==> config.mk <==
export PLATFORM = sky130hd
export DESIGN_NAME = reloj_hhmm_bcd
export DESIGN_NICKNAME = d
export VERILOG_FILES = /design/src/rtl/reloj_hhmm_bcd.sv
export SDC_FILE = /design/constraint.sdc
export NUM_CORES = 1
export LEC_CHECK = 0
export ABC_AREA = 1
export CAP_MARGIN = 20
export CORE_ASPECT_RATIO = 1.1
export CORE_MARGIN = 2
export CORE_UTILIZATION = 60
export CTS_CLUSTER_DIAMETER = 120
export CTS_CLUSTER_SIZE = 12
export DETAILED_ROUTE_END_ITERATION = 6
export GPL_TIMING_DRIVEN = 1
export PLACE_DENSITY = 0.83
export RECOVER_POWER = 25
export SYNTH_ARGS = -nofsm -noshare
export SYNTH_HDL_FRONTEND = slang
export SYNTH_SLANG_ARGS = --single-unit
==> constraint.sdc <==
create_clock -name clk -period 4.55 [get_ports clk]
set_clock_uncertainty 0.05 [all_clocks]
set_input_delay 0.91 -clock clk [delete_from_list [all_inputs] [get_ports clk]]
set_output_delay 0.91 -clock clk [all_outputs]
set_load 0.05 [all_outputs]
==> src/rtl/reloj_hhmm_bcd.sv <==
// Purpose : 24-hour HH:MM:SS timekeeper feeding BCD hour/minute digits to the display mux.
// Latency : all outputs registered; a second boundary appears one cycle after the prescaler's last count.
// Backpres: none; free-running core, Run gates time, IncMin/IncHor act every cycle they are high.
//
// Ports:
//   clk, rst        : clock (rising edge) and asynchronous active-high reset
//   Run             : 1 = prescaler and seconds advance, 0 = they hold
//   IncMin, IncHor  : manual increment pulses (each high cycle is one step)
//   DecHor, UniHor  : hour tens / units (BCD, 00..23)
//   DecMin, UniMin  : minute tens / units (BCD, 00..59)
//   Seg             : seconds, binary 0..59
//   SecTick         : one-cycle pulse coincident with each natural Seg update
//   Colon           : 1 during the first half of each second, 0 during the second half

module reloj_hhmm_bcd #(
  parameter int DIV = 100000000
) (
  input  logic       clk,
  input  logic       rst,
  input  logic       Run,
  input  logic       IncMin,
  input  logic       IncHor,
  output logic [3:0] DecHor,
  output logic [3:0] UniHor,
  output logic [3:0] DecMin,
  output logic [3:0] UniMin,
  output logic [5:0] Seg,
  output logic       SecTick,
  output logic       Colon
);

  localparam int            PW       = $clog2(DIV);
  localparam logic [PW-1:0] PRE_LAST = PW'(DIV - 1);
  localparam logic [PW-1:0] PRE_HALF = PW'(DIV / 2);

  logic [PW-1:0] preCnt;
  logic [PW-1:0] preNxt;
  logic [5:0]    segNxt;
  logic [3:0]    decMinNxt;
  logic [3:0]    uniMinNxt;
  logic [3:0]    decHorNxt;
  logic [3:0]    uniHorNxt;

  logic manualEvt;
  logic preWrap;
  logic secEvt;
  logic segAt59;
  logic minAt59;
  logic horAt23;
  logic minStep;
  logic horStep;

  // Event chain. A manual increment swallows a coincident natural second so
  // the two never stack; that is why secEvt is masked by manualEvt.
  always_comb begin
    manualEvt = IncMin | IncHor;
    preWrap   = Run && (preCnt == PRE_LAST);
    secEvt    = preWrap && !manualEvt;
    segAt59   = (Seg >= 6'd59);
    minAt59   = (DecMin >= 4'd5) && (UniMin >= 4'd9);
    horAt23   = (DecHor >= 4'd2) && (UniHor >= 4'd3);
    // IncMin wraps 59 -> 00 on its own and never carries into the hours;
    // only the natural seconds chain produces an hour carry.
    minStep   = IncMin | (secEvt & segAt59);
    horStep   = IncHor | (secEvt & segAt59 & minAt59);
  end

  // Prescaler: cleared by any manual action, frozen while Run is low.
  always_comb begin
    preNxt = preCnt;
    if (manualEvt) begin
      preNxt = '0;
    end else if (Run) begin
      if (preWrap) begin
        preNxt = '0;
      end else begin
        preNxt = preCnt + 1'b1;
      end
    end
  end

  // Seconds counter.
  always_comb begin
    segNxt = Seg;
    if (manualEvt) begin
      segNxt = 6'd0;
    end else if (secEvt) begin
      segNxt = segAt59 ? 6'd0 : (Seg + 6'd1);
    end
  end

  // Minute BCD pair. The >= compares make any out-of-range digit fall back
  // into range on the next step instead of running away.
  always_comb begin
    decMinNxt = DecMin;
    uniMinNxt = UniMin;
    if (minStep) begin
      if (UniMin >= 4'd9) begin
        uniMinNxt = 4'd0;
        decMinNxt = (DecMin >= 4'd5) ? 4'd0 : (DecMin + 4'd1);
      end else begin
        uniMinNxt = UniMin + 4'd1;
      end
    end
  end

  // Hour BCD pair: 23 -> 00 is checked before the units 9 -> 0 rule.
  always_comb begin
    decHorNxt = DecHor;
    uniHorNxt = UniHor;
    if (horStep) begin
      if (horAt23) begin
        decHorNxt = 4'd0;
        uniHorNxt = 4'd0;
      end else if (UniHor >= 4'd9) begin
        uniHorNxt = 4'd0;
        decHorNxt = DecHor + 4'd1;
      end else begin
        uniHorNxt = UniHor + 4'd1;
      end
    end
  end

  // Colon follows the prescaler value that is being loaded, so it lines up
  // with preCnt in the same cycle: high at reset (prescaler 0).
  always_ff @(posedge clk or posedge rst) begin
    if (rst) begin
      preCnt  <= '0;
      Seg     <= 6'd0;
      DecMin  <= 4'd0;
      UniMin  <= 4'd0;
      DecHor  <= 4'd0;
      UniHor  <= 4'd0;
      SecTick <= 1'b0;
      Colon   <= 1'b1;
    end else begin
      preCnt  <= preNxt;
      Seg     <= segNxt;
      DecMin  <= decMinNxt;
      UniMin  <= uniMinNxt;
      DecHor  <= decHorNxt;
      UniHor  <= uniHorNxt;
      SecTick <= secEvt;
      Colon   <= (preNxt < PRE_HALF);
    end
  end

`ifndef SYNTHESIS
  // Digit ranges are an invariant of the counter chain.
  always_ff @(posedge clk) begin
    if (!rst) begin
      assert (DecHor <= 4'd2) else $error("DecHor out of range: %0d", DecHor);
      assert (UniHor <= 4'd9) else $error("UniHor out of range: %0d", UniHor);
      assert (!(DecHor == 4'd2 && UniHor > 4'd3)) else $error("hour above 23");
      assert (DecMin <= 4'd5) else $error("DecMin out of range: %0d", DecMin);
      assert (UniMin <= 4'd9) else $error("UniMin out of range: %0d", UniMin);
      assert (Seg <= 6'd59) else $error("Seg out of range: %0d", Seg);
    end
  end
`endif

endmodule

## Word level (Yosys, flattened, before mapping)

Cells that the tools add are included.

- Muxes and demuxes: 12
- $lt $le $gt $ge: 7
- Reduce and logical (&&, ||, !) cells: 9
- Add/subtract/negate cells: 6
- Equality and inequality tests: 1
- Bitwise operators: 5

Operators with widths:

| cell | count |
|---|---|
| $mux W27 | 3 |
| $add A27 B1 Y27 const B | 1 |
| $eq A27 B27 Y1 const B | 1 |
| $lt A27 B26 Y1 const B | 1 |
| $mux W4 | 6 |
| $mux W6 | 3 |
| $add A4 B1 Y4 const B | 4 |
| $ge A4 B2 Y1 const B | 2 |
| $ge A4 B4 Y1 const B | 2 |
| $add A6 B1 Y6 const B | 1 |
| $ge A6 B6 Y1 const B | 1 |
| $ge A4 B3 Y1 const B | 1 |
| $logic_and A1 B1 Y1 | 4 |
| $reduce_and A2 Y1 | 2 |
| $reduce_bool A2 Y1 | 2 |
| $or A1 B1 Y1 | 3 |
| $and A1 B1 Y1 | 2 |
| $logic_not A1 Y1 | 1 |

- Output and inout port bits: 24
- Flip-flop bits (word level): 51
- Word-level logic and storage cells: 48

## Longest topological paths before layout

Gate-level depths: netlist of run 1.

- Depth in word-level cells: 7
- Gate-level depth with buffers: 15

## Least setup slack after synthesis of run 1

Ideal clock, no wire load.

- Kind: input to register
- Start: input IncHor
- End: register DecMin[0]
- Path buffers: 1
- Stages on the path: 8
- Arrival time: 2.136 ns
- Path slack: 2.239 ns
- Data required time: 4.375 ns
- Cell sequence: nor2_1 inv_1 nor2_4 a21o_1 buf_6 nand2_2 a21oi_1 a21oi_1

- Word-level cells in the longest chain between the ends: 6

Ends and longest elaborated chain:

| item | RTL line | RTL |
|---|---|---|
| from (decl) | 22 | `input logic IncHor,` |
| $or A1 B1 Y1 | 56 | `manualEvt = IncMin \| IncHor;` |
| $logic_not A1 Y1 | 58 | `secEvt = preWrap && !manualEvt;` |
| $logic_and A1 B1 Y1 | 58 |  |
| net secEvt | 46 | `logic secEvt;` |
| $and A1 B1 Y1 | 64 | `minStep = IncMin \| (secEvt & segAt59);` |
| $or A1 B1 Y1 | 64 |  |
| $reduce_and A2 Y1 (no line) | -- |  |
| to (signal assigned) | 139 | `DecMin <= decMinNxt;` |
| to (decl) | 25 | `output logic [3:0] DecMin,` |

The timed path passes the listed nets, and every way through them passes these cells.
A chain may end at the register's enable or synchronous reset.

## Worst setup path in the final report of run 1

- Start: input Run
- End: register DecHor[0]

- Word-level cells in the longest chain between the ends: 6

Ends and longest elaborated chain:

| item | RTL line | RTL |
|---|---|---|
| from (decl) | 20 | `input logic Run,` |
| $logic_and A1 B1 Y1 | 57 | `preWrap = Run && (preCnt == PRE_LAST);` |
| $logic_and A1 B1 Y1 | 58 |  |
| net secEvt | 46 |  |
| $and A1 B1 Y1 (2 in series) | 65 | `horStep = IncHor \| (secEvt & segAt59 & minAt59);` |
| $or A1 B1 Y1 | 65 |  |
| $reduce_and A2 Y1 (no line) | -- |  |
| to (signal assigned) | 141 | `DecHor <= decHorNxt;` |
| to (decl) | 23 | `output logic [3:0] DecHor,` |

The timed path passes the listed nets, and every way through them passes these cells.

==> out/results.txt, run 1 <==
For the wire length on met3, the log shows 247 um. The most critical setup path has its startpoint at Run. The detailed router put a total of 2.98 mm of wire on met1. Post-CTS repair changed the size of 0 cells. The flow ran to the end, and the final reports show no timing, DRC or antenna violations. Clock tree synthesis found a total of 51 sinks. In this run the cell area of the synthesized design comes to 0.00312 sq mm. After synthesis the netlist holds a flip-flop and latch count of 51.

The largest net degree at the start of global routing was 52; the area inside the core boundary was 0.00500 sq mm. The first global-routing pass estimated 11.6 mm of wire. Setup slack on the worst reg-to-reg path comes out at 2370 ps. The count of max-cap constraint violations was 0.

Using the TritonRoute via totals, the vias-per-cell ratio works out to 5.54. The tools report the starting density of the core as 62.4%. The count of distinct cell types in the synthesized netlist is 34, and the fraction of final layout cells with drive strength greater than 1 is 6.94%. At the end of routability-driven placement, the weighted congestion stood at 0.938. The number of enable flip-flop cells after synthesis works out to 0. The area growth from synthesis to layout is 14.5%. The clock reaches the later pin of the worst-skew pair after 300 ps. The width of the die was 72.7 um.

Top flip-flop cell by instance count after synthesis: sky130_fd_sc_hd__dfrtp_1. Summed over all layers, the routed wires come to 6.77 mm. The floorplan has 27 rows. After clock tree synthesis, the setup repair step added 0 buffers. The mean routed wirelength per cell works out to 13.4 um.

The most instantiated library cell after synthesis is sky130_fd_sc_hd__nand2_1. In this run, CTS created clock tree buffers numbering 5. TritonCTS built the clock tree. For this run, the number of Yosys warnings is 0.

Detailed placement finished with a half-perimeter wire length of 4.99 mm. OpenSTA, run right after detailed placement, puts the worst setup slack at 1360 ps. The synthesized design devotes to its leading area cell type 40.1% of total area.

The number of antenna violations at the first check in global routing came out at 0. The type of the most critical hold path is reg -> reg. Based on the critical path, the design can be clocked at up to 347 MHz. Counting along the longest clock path gives a buffer depth of 2. The share of the Yosys chip area taken by registers is 41.0%. The startpoint identified for the worst hold timing path is DecHor[3]. Reg-to-reg startpoint: preCnt[0]. The max-slew violation count is 0, and the worst-path maximum fanout is 13. The analysis attributes to cell leakage a power of 1.68 nW. Master cell of the clock root buffer: sky130_fd_sc_hd__clkbuf_8. The number of global-route vias before repair is 2,642. The worst setup path is captured at a flip-flop. The average instance area after synthesis came out at 7.53 sq um. Synthesis produced a netlist with a net count of 432.

For this design the top-level I/O count stands at 29. Counting instances in the post-synthesis netlist gives the leading cell types as 86 x sky130_fd_sc_hd__nand2_1, 64 x sky130_fd_sc_hd__inv_1, 59 x sky130_fd_sc_hd__nor2_1, 50 x sky130_fd_sc_hd__dfrtp_1, 44 x sky130_fd_sc_hd__nand3_1. The async set-or-reset flop fraction in the synthesized netlist is 100%, and the number of remaining DRC errors is 0. STA puts the critical path data required time at 4690 ps.

Ranked by total cell area, the synthesized netlist is headed by sky130_fd_sc_hd__dfrtp_1 40%, sky130_fd_sc_hd__nand2_1 10%, sky130_fd_sc_hd__inv_1 7.7%. The worst path uses 63.4% of the clock period. Clock-pin slew was measured on the worst setup and hold paths at 90 ps. Sum of negative setup slack: 0 ps. The quantity of I/O buffers inserted on ports works out to 28. Startpoint class of the critical path: an input pin. The ratio of total power to cell area was 422 mW/mm^2; the final hold slack was 484 ps. The measured slew at the worst slew-check pin is 608 ps. The dominant cell type by area after synthesis was sky130_fd_sc_hd__dfrtp_1. The final layout contains 464 nets.

For the full die area, the log shows 0.00579 sq mm. Summed over all nets, wire length on met2 after detailed routing comes to 3.37 mm. The highest metal layer with signal wires was met4. The number of optimization iterations in the first detailed-route pass was 4.

The setup path with the least slack is of type in -> reg. Global routing finished with a remaining overflow of 0. The run gives 59.3% as the worst slew margin relative to its limit. The number of inserted diodes was 0. In this run the number of H-tree levels came out at 2. IR analysis of the VDD net gives a maximum drop of 0.371 mV. The hold violation count in the final report was 0; the number of setup violations in the final report was 0.

The total via count in the routed design was 2,797; the cell count after synthesis was 414. The count of nets left with antenna violations after detail routing is 0. The routed design could run at a clock period as short as 2880 ps.

For the worst setup path, the data arrival time is 3030 ps. The tools report the starting DRC count in detailed routing as 200. Setup repair after global routing left no endpoint under its margin.

The run gives 1670 ps as the setup slack of the critical path after layout. The number of hold buffers added after CTS was 0. The design draws 1.51 mW. From bottom edge to top edge, the die measures 79.6 um. For this run, the total global-route usage over all layers was measured as 25.3%.
flip-flops by register name, indices dropped and copies added (netlist names):
| name | flops |
|---|---|
| DecMin | 4 |
| preCnt | 27 |
| UniHor | 4 |
| DecHor | 4 |
| Seg | 6 |
| UniMin | 4 |
| Colon | 1 |
| SecTick | 1 |
metal layers:
| layer | GRT usage, % | vias to the layer above |
|---|---|---|
| li1 | - | 1399 |
| met1 | 32.0 | 1300 |
| met2 | 42.9 | 76 |
| met3 | 3.16 | 22 |
| met4 | 11.3 | 0 |
| met5 | 0 | - |
logic make-up after synthesis:
family                     count (synthesis)  share of synthesized area (%)
xor gates and xnor gates                   7                           1.97
adders and majority gates                 13                           5.21
AOI/OAI and AO/OA                         50                           9.43
and+or+nand+nor                          224                           33.3
DFF                                       51                           41.0
buffers and inverters                     69                           9.11
worst max-delay path, cell delays in order:
cell	delay [ps]
sky130_fd_sc_hd__clkdlybuf4s50_1	760
sky130_fd_sc_hd__nand2_1	100
sky130_fd_sc_hd__inv_1	60
sky130_fd_sc_hd__nand3_1	80
sky130_fd_sc_hd__nor2_2	130
sky130_fd_sc_hd__nand3_4	130
sky130_fd_sc_hd__nor2_4	170
sky130_fd_sc_hd__a31o_2	300
sky130_fd_sc_hd__nand2_1	180
sky130_fd_sc_hd__a21oi_1	150
sky130_fd_sc_hd__a21oi_1	50
metrics by stage:
| step | area (sq um) | utilization, % | instances |
|---|---|---|---|
| 2_1_floorplan | 3120 | - | 414 |
| 3_3_place_gp | 3430 | 68.7 | 496 |
| 3_5_place_dp | 3430 | 68.7 | 496 |
| 4_1_cts | 3550 | 71.0 | 504 |
| 5_1_grt | 3570 | 71.4 | 505 |
| 6_report | 3570 | 71.4 | 505 |
power by group:
part | switching [mW] | total, mW | internal [mW]
clock | 0.149 | 0.327 | 0.178
combinational | 0.402 | 0.595 | 0.193
sequential | 0.0706 | 0.584 | 0.514
total | 0.622 | 1.51 | 0.885
placed cells by master (no fill, tap or decap), drive strengths merged:
cell | netlist | routed
a21boi | 2 | 2
a21o | 3 | 3
a21oi | 14 | 14
a22oi | 1 | 1
a31o | 1 | 1
a32o | 1 | 1
a41oi | 1 | 1
and2 | 1 | 1
buf | 4 | 1
bufinv | 0 | 1
clkbuf | 0 | 6
clkdlybuf4s50 | 0 | 27
clkinv | 0 | 1
dfrtp | 50 | 50
dfstp | 1 | 1
dlygate4sd3 | 0 | 1
ha | 13 | 13
inv | 65 | 65
nand2 | 89 | 89
nand3 | 49 | 49
nand3b | 1 | 1
nand4 | 9 | 9
nor2 | 69 | 69
nor3 | 6 | 6
o21ai | 18 | 18
o21bai | 2 | 2
o22ai | 5 | 5
o31ai | 2 | 2
xnor2 | 1 | 1
xor2 | 6 | 6
final timing paths:
path	end	depth (start not counted)
max	DecHor[0]	11
min	DecHor[3]	2
max reg2reg	DecHor[0]	9
min reg2reg	DecHor[3]	2
max in group asynchronous	Colon	3
min in group asynchronous	preCnt[2]	2
final cells by class:
cell class	instances	area, sq um
inverters	65	246
well taps	58	72.6
fillers	427	1430
clock buffers	6	82.6
flip-flops and latches	51	1280
repair buffers	29	300
multi-input cells	294	1560
clock inverters	2	35.0
(Power assumes the default switching activity.)
==> run 2, diff against run 1 <==
--- a/config.mk
+++ b/config.mk
@@ -9,12 +9,12 @@
 export CAP_MARGIN = 20
 export CORE_ASPECT_RATIO = 1.1
 export CORE_MARGIN = 2
-export CORE_UTILIZATION = 60
+export CORE_UTILIZATION = 58
 export CTS_CLUSTER_DIAMETER = 120
 export CTS_CLUSTER_SIZE = 12
 export DETAILED_ROUTE_END_ITERATION = 6
 export GPL_TIMING_DRIVEN = 1
-export PLACE_DENSITY = 0.83
+export PLACE_DENSITY = 0.8
 export RECOVER_POWER = 25
 export SYNTH_ARGS = -nofsm -noshare
 export SYNTH_HDL_FRONTEND = slang
==> constraint.sdc (replaced) <==
create_clock -name clk -period 2.7 [get_ports clk]
set_clock_uncertainty 0.05 [all_clocks]
set_input_delay 0.54 -clock clk [delete_from_list [all_inputs] [get_ports clk]]
set_output_delay 0.54 -clock clk [all_outputs]
set_load 0.05 [all_outputs]
==> run 2 against run 1 <==
  * Power increased by 59%
  * Critical endpoint is now Colon
  * Largest cell class unchanged
  * Routed wire length decreased by 0.83%
  * Sequential power increased by 68%
  * Via count decreased by 1.1%
==> out/results.txt, run 2 (synthesis gave the netlist of run 1 again) <==
The run finished with clean final reports. The run gives 1.02 mW (was 0.622 mW) as the switching component of the power. The run gives 5 (unchanged) as the number of buffers added by the clock tree synthesis step. Regs by FF count: preCnt x27, Seg x6 (unchanged). The buffers plus inverters on the worst setup path works out to 3 (was 2). The aggregate global routing overflow is 0 (unchanged), and the row count is 28 (was 27). The worst slew margin relative to its limit is 17.3% (was 59.3%), and the switching fraction of total power is 42.7% (was 41.3%).

The number of setup violations in the final report is 0 (unchanged), and the final wirelength is 6.72 mm (was 6.77 mm). The tools report the count of hold buffers inserted by post-cts repair as 0 (unchanged). The largest register by flop count is preCnt (unchanged).

The leakage power is 1.67 nW (was 1.68 nW). For the maximum level of the CTS H-tree, the log shows 2 (unchanged). For the number of primary I/O pins, the log shows 29 (unchanged).

The maximum clock insertion buffer count is 2 (unchanged). For the register area, the log shows 0.00128 sq mm (unchanged). The largest net degree at the start of global routing is 52 (unchanged), and the number of antenna violations at the first check in global routing is 0 (unchanged).

The proportion of power drawn by flip-flops and latches came out at 40.9% (was 38.8%). The number of cells on the critical path was 15 (was 11); the final hold slack was 494 ps (was 484 ps). The logs give 2430 ps (was 3030 ps) for the arrival time of the worst setup path and 0 ps (unchanged) for the sum of negative setup slack. The floorplan die height is 80.9 um (was 79.6 um), and the per-cell via count in the routed design is 5.26 (was 5.54). The area occupied by multi-input gates is 0.00156 sq mm (unchanged). Final RePlAce weighted congestion: 0.961 (was 0.938).

The final critical delay including setup and external delays came out at 2240 ps. The tools report the count of nets left with antenna violations after detail routing as 0 (unchanged). Dividing the final minimum period by the clock period gives 82.9%. Critical Path, Cell by Cell: clkdlybuf4s50_1, buf_4, nand3_1, nor2_1, inv_1, nor2_4, nand2_1, nor2_1, nor2_2, nor2_1, nand2_1, nor2_1, nand2_1, nand2_1, nor2_1 (was clkdlybuf4s50_1, nand2_1, inv_1, nand3_1, nor2_2, nand3_4, nor2_4, a31o_2, nand2_1, a21oi_1, a21oi_1). The number of cells on the worst reg-to-reg path is 12 (was 9), and the post-place instance area is 0.00349 sq mm (was 0.00343 sq mm).

The tools report the master cell of the clock root buffer as sky130_fd_sc_hd__clkbuf_8 (unchanged). The hold violation count in the final report came out at 0 (unchanged). Worst-path cell with the longest stage delay: sky130_fd_sc_hd__clkdlybuf4s50_1 (unchanged).

The post-cts gate resize count was 0 (unchanged); the worst ir drop on vdd was 0.731 mV (was 0.371 mV). The measured slew at the worst slew-check pin was 1240 ps (was 608 ps); the quantity of I/O buffers inserted on ports was 28 (unchanged). The number of nets in the layout is 468 (was 464), and the max-slew violation count is 0 (unchanged). The fraction of final layout cells with drive strength greater than 1 came out at 7.10% (was 6.94%). The run gives 1.38 mW (was 0.885 mW) as the cell internal power dissipation.

The tools report the endpoint required time on the critical path as 2890 ps (was 4690 ps). The logs give 4.96 mm (was 4.99 mm) for the post-detailed-placement half-perimeter wirelength and 59.0% (was 62.4%) for the starting density of the core. The overall power consumption was 2.40 mW (was 1.51 mW); the maximum frequency from static timing analysis was 447 MHz.

The ratio of total power to cell area was 672 mW/mm^2 (was 422 mW/mm^2). The endpoint type of the worst setup path is a flip-flop (unchanged). The worst-path maximum fanout works out to 10 (was 13). The cell count of the worst hold path is 1 (was 2).

The tools report the latest clock arrival within the worst-skew pair as 300 ps (about the same). The longest individual stage delay on the worst path works out to 520 ps (was 760 ps). The synthesis-to-layout area growth works out to 14.5% (about the same). Full die area: 0.00598 sq mm (was 0.00579 sq mm).

Setup repair after global routing left no endpoint under its margin. For the number of inserted diodes, the log shows 0 (unchanged). The start-to-end type of the worst setup path is in -> reg (unchanged). The type of the most critical hold path is reg -> reg (unchanged). The logs give 24.8% (was 25.3%) for the total routing usage reported by global routing and 0 (unchanged) for the buffers inserted during post-CTS setup optimization.

For the number of remaining DRC errors, the log shows 0 (unchanged). The cell repeated most along the worst path is sky130_fd_sc_hd__nor2_1. Startpoint class of the critical path: an input pin (unchanged). Total via count in the routed design: 2,766 (was 2,797). The layout filler cell count is 461 (was 427).

The number of global-route vias before repair is 2,731 (was 2,642), and the relative contribution of combinational cells to total power is 41.3% (was 39.5%). The width of the die works out to 73.9 um (was 72.7 um). The clock sink count came out at 51 (unchanged). The run gives 0.00529 sq mm (was 0.00500 sq mm) as the area inside the core boundary.

Most frequent cells in the layout: 86 x sky130_fd_sc_hd__nand2_1, 63 x sky130_fd_sc_hd__inv_1, 59 x sky130_fd_sc_hd__nor2_1 (was 86 x sky130_fd_sc_hd__nand2_1, 64 x sky130_fd_sc_hd__inv_1, 59 x sky130_fd_sc_hd__nor2_1). The starting DRC count in detailed routing is 188 (was 200). The instance count after placement with tap cells included came out at 518 (was 496). For the number of optimization iterations in the first detailed-route pass, the log shows 4 (unchanged). The final non-filler cell area came out at 0.00357 sq mm (about the same). TritonCTS built the clock tree. The share of total power in the clock network was 17.8% (was 21.7%); the number of flip-flops in the largest register was 27 (unchanged). The mean routed wirelength per cell works out to 12.8 um (was 13.4 um).

The commonest non-fill, non-tap cell in the layout is sky130_fd_sc_hd__nand2_1 (unchanged). The tools report the global-route wire length before repair as 11.6 mm (unchanged). The clock edge transition at the registers on the reported setup and hold paths works out to 90 ps (about the same). Count of max-cap constraint violations: 0 (unchanged). The final cell count without fillers is 526 (was 505). The cell type group with the largest total delay on the critical path was simple AND/OR/NAND/NOR gates (was buffers and inverters).
-- run 2: changes by cell type in the layout (fill, tap and decap cells not counted), sizes merged --
cell / before / now
buf: 1 / 4
clkbuf: 6 / 9
bufinv: 1 / 0
inv: 65 / 64
-- run 2: worst register-to-register path: cells and delay by family, from the launching register on --
family	cells	cell delay, ps
adders and majority gates	1	230
and+or+nand+nor	10	1150
AOI/OAI and AO/OA	1	250
DFF	1	400
-- run 2: cell type report --
cell class,instances,share of cell area [%]
well taps,75,2.63
inverters,65,6.90
clock buffers,8,2.24
multi-input cells,294,43.6
flip-flops and latches,51,35.8
repair buffers,33,8.83
-- run 2: worst paths after layout --
check | to | slack (ps) | start
worst max-delay path | Colon | 460 | Run
max in group asynchronous | preCnt[16] | 820 | rst
min in group asynchronous | UniMin[0] | 1030 | rst
worst min register to register | preCnt[0] | 490 | preCnt[0]
worst max register to register | Colon | 580 | preCnt[0]
worst min-delay path | preCnt[0] | 490 | preCnt[0]
-- run 2: power groups by stage --
stage,registers [mW],logic [mW],clock network [mW]
final,0.982,0.991,0.426
after global routing,0.998,1.09,0.462
after CTS,0.982,1.00,0.434
after detailed placement,0.995,0.996,0
after global placement,0.992,0.977,0
after floorplan,1.32,0.358,0
-- run 2: through the flow --
stage	util, %	setup slack [ps]
after floorplan	-	565
after global placement	66.0	193
after detailed placement	66.0	170
after CTS	67.5	480
after global routing	67.5	230
final	67.5	461
-- run 2: layer usage --
metal	up-vias	wire length (um)	GRT usage [%]
met5	-	0	0
met1	1282	3010	31.3
met2	66	3220	41.4
li1	1394	-	-
met3	24	294	4.09
met4	0	194	11.6
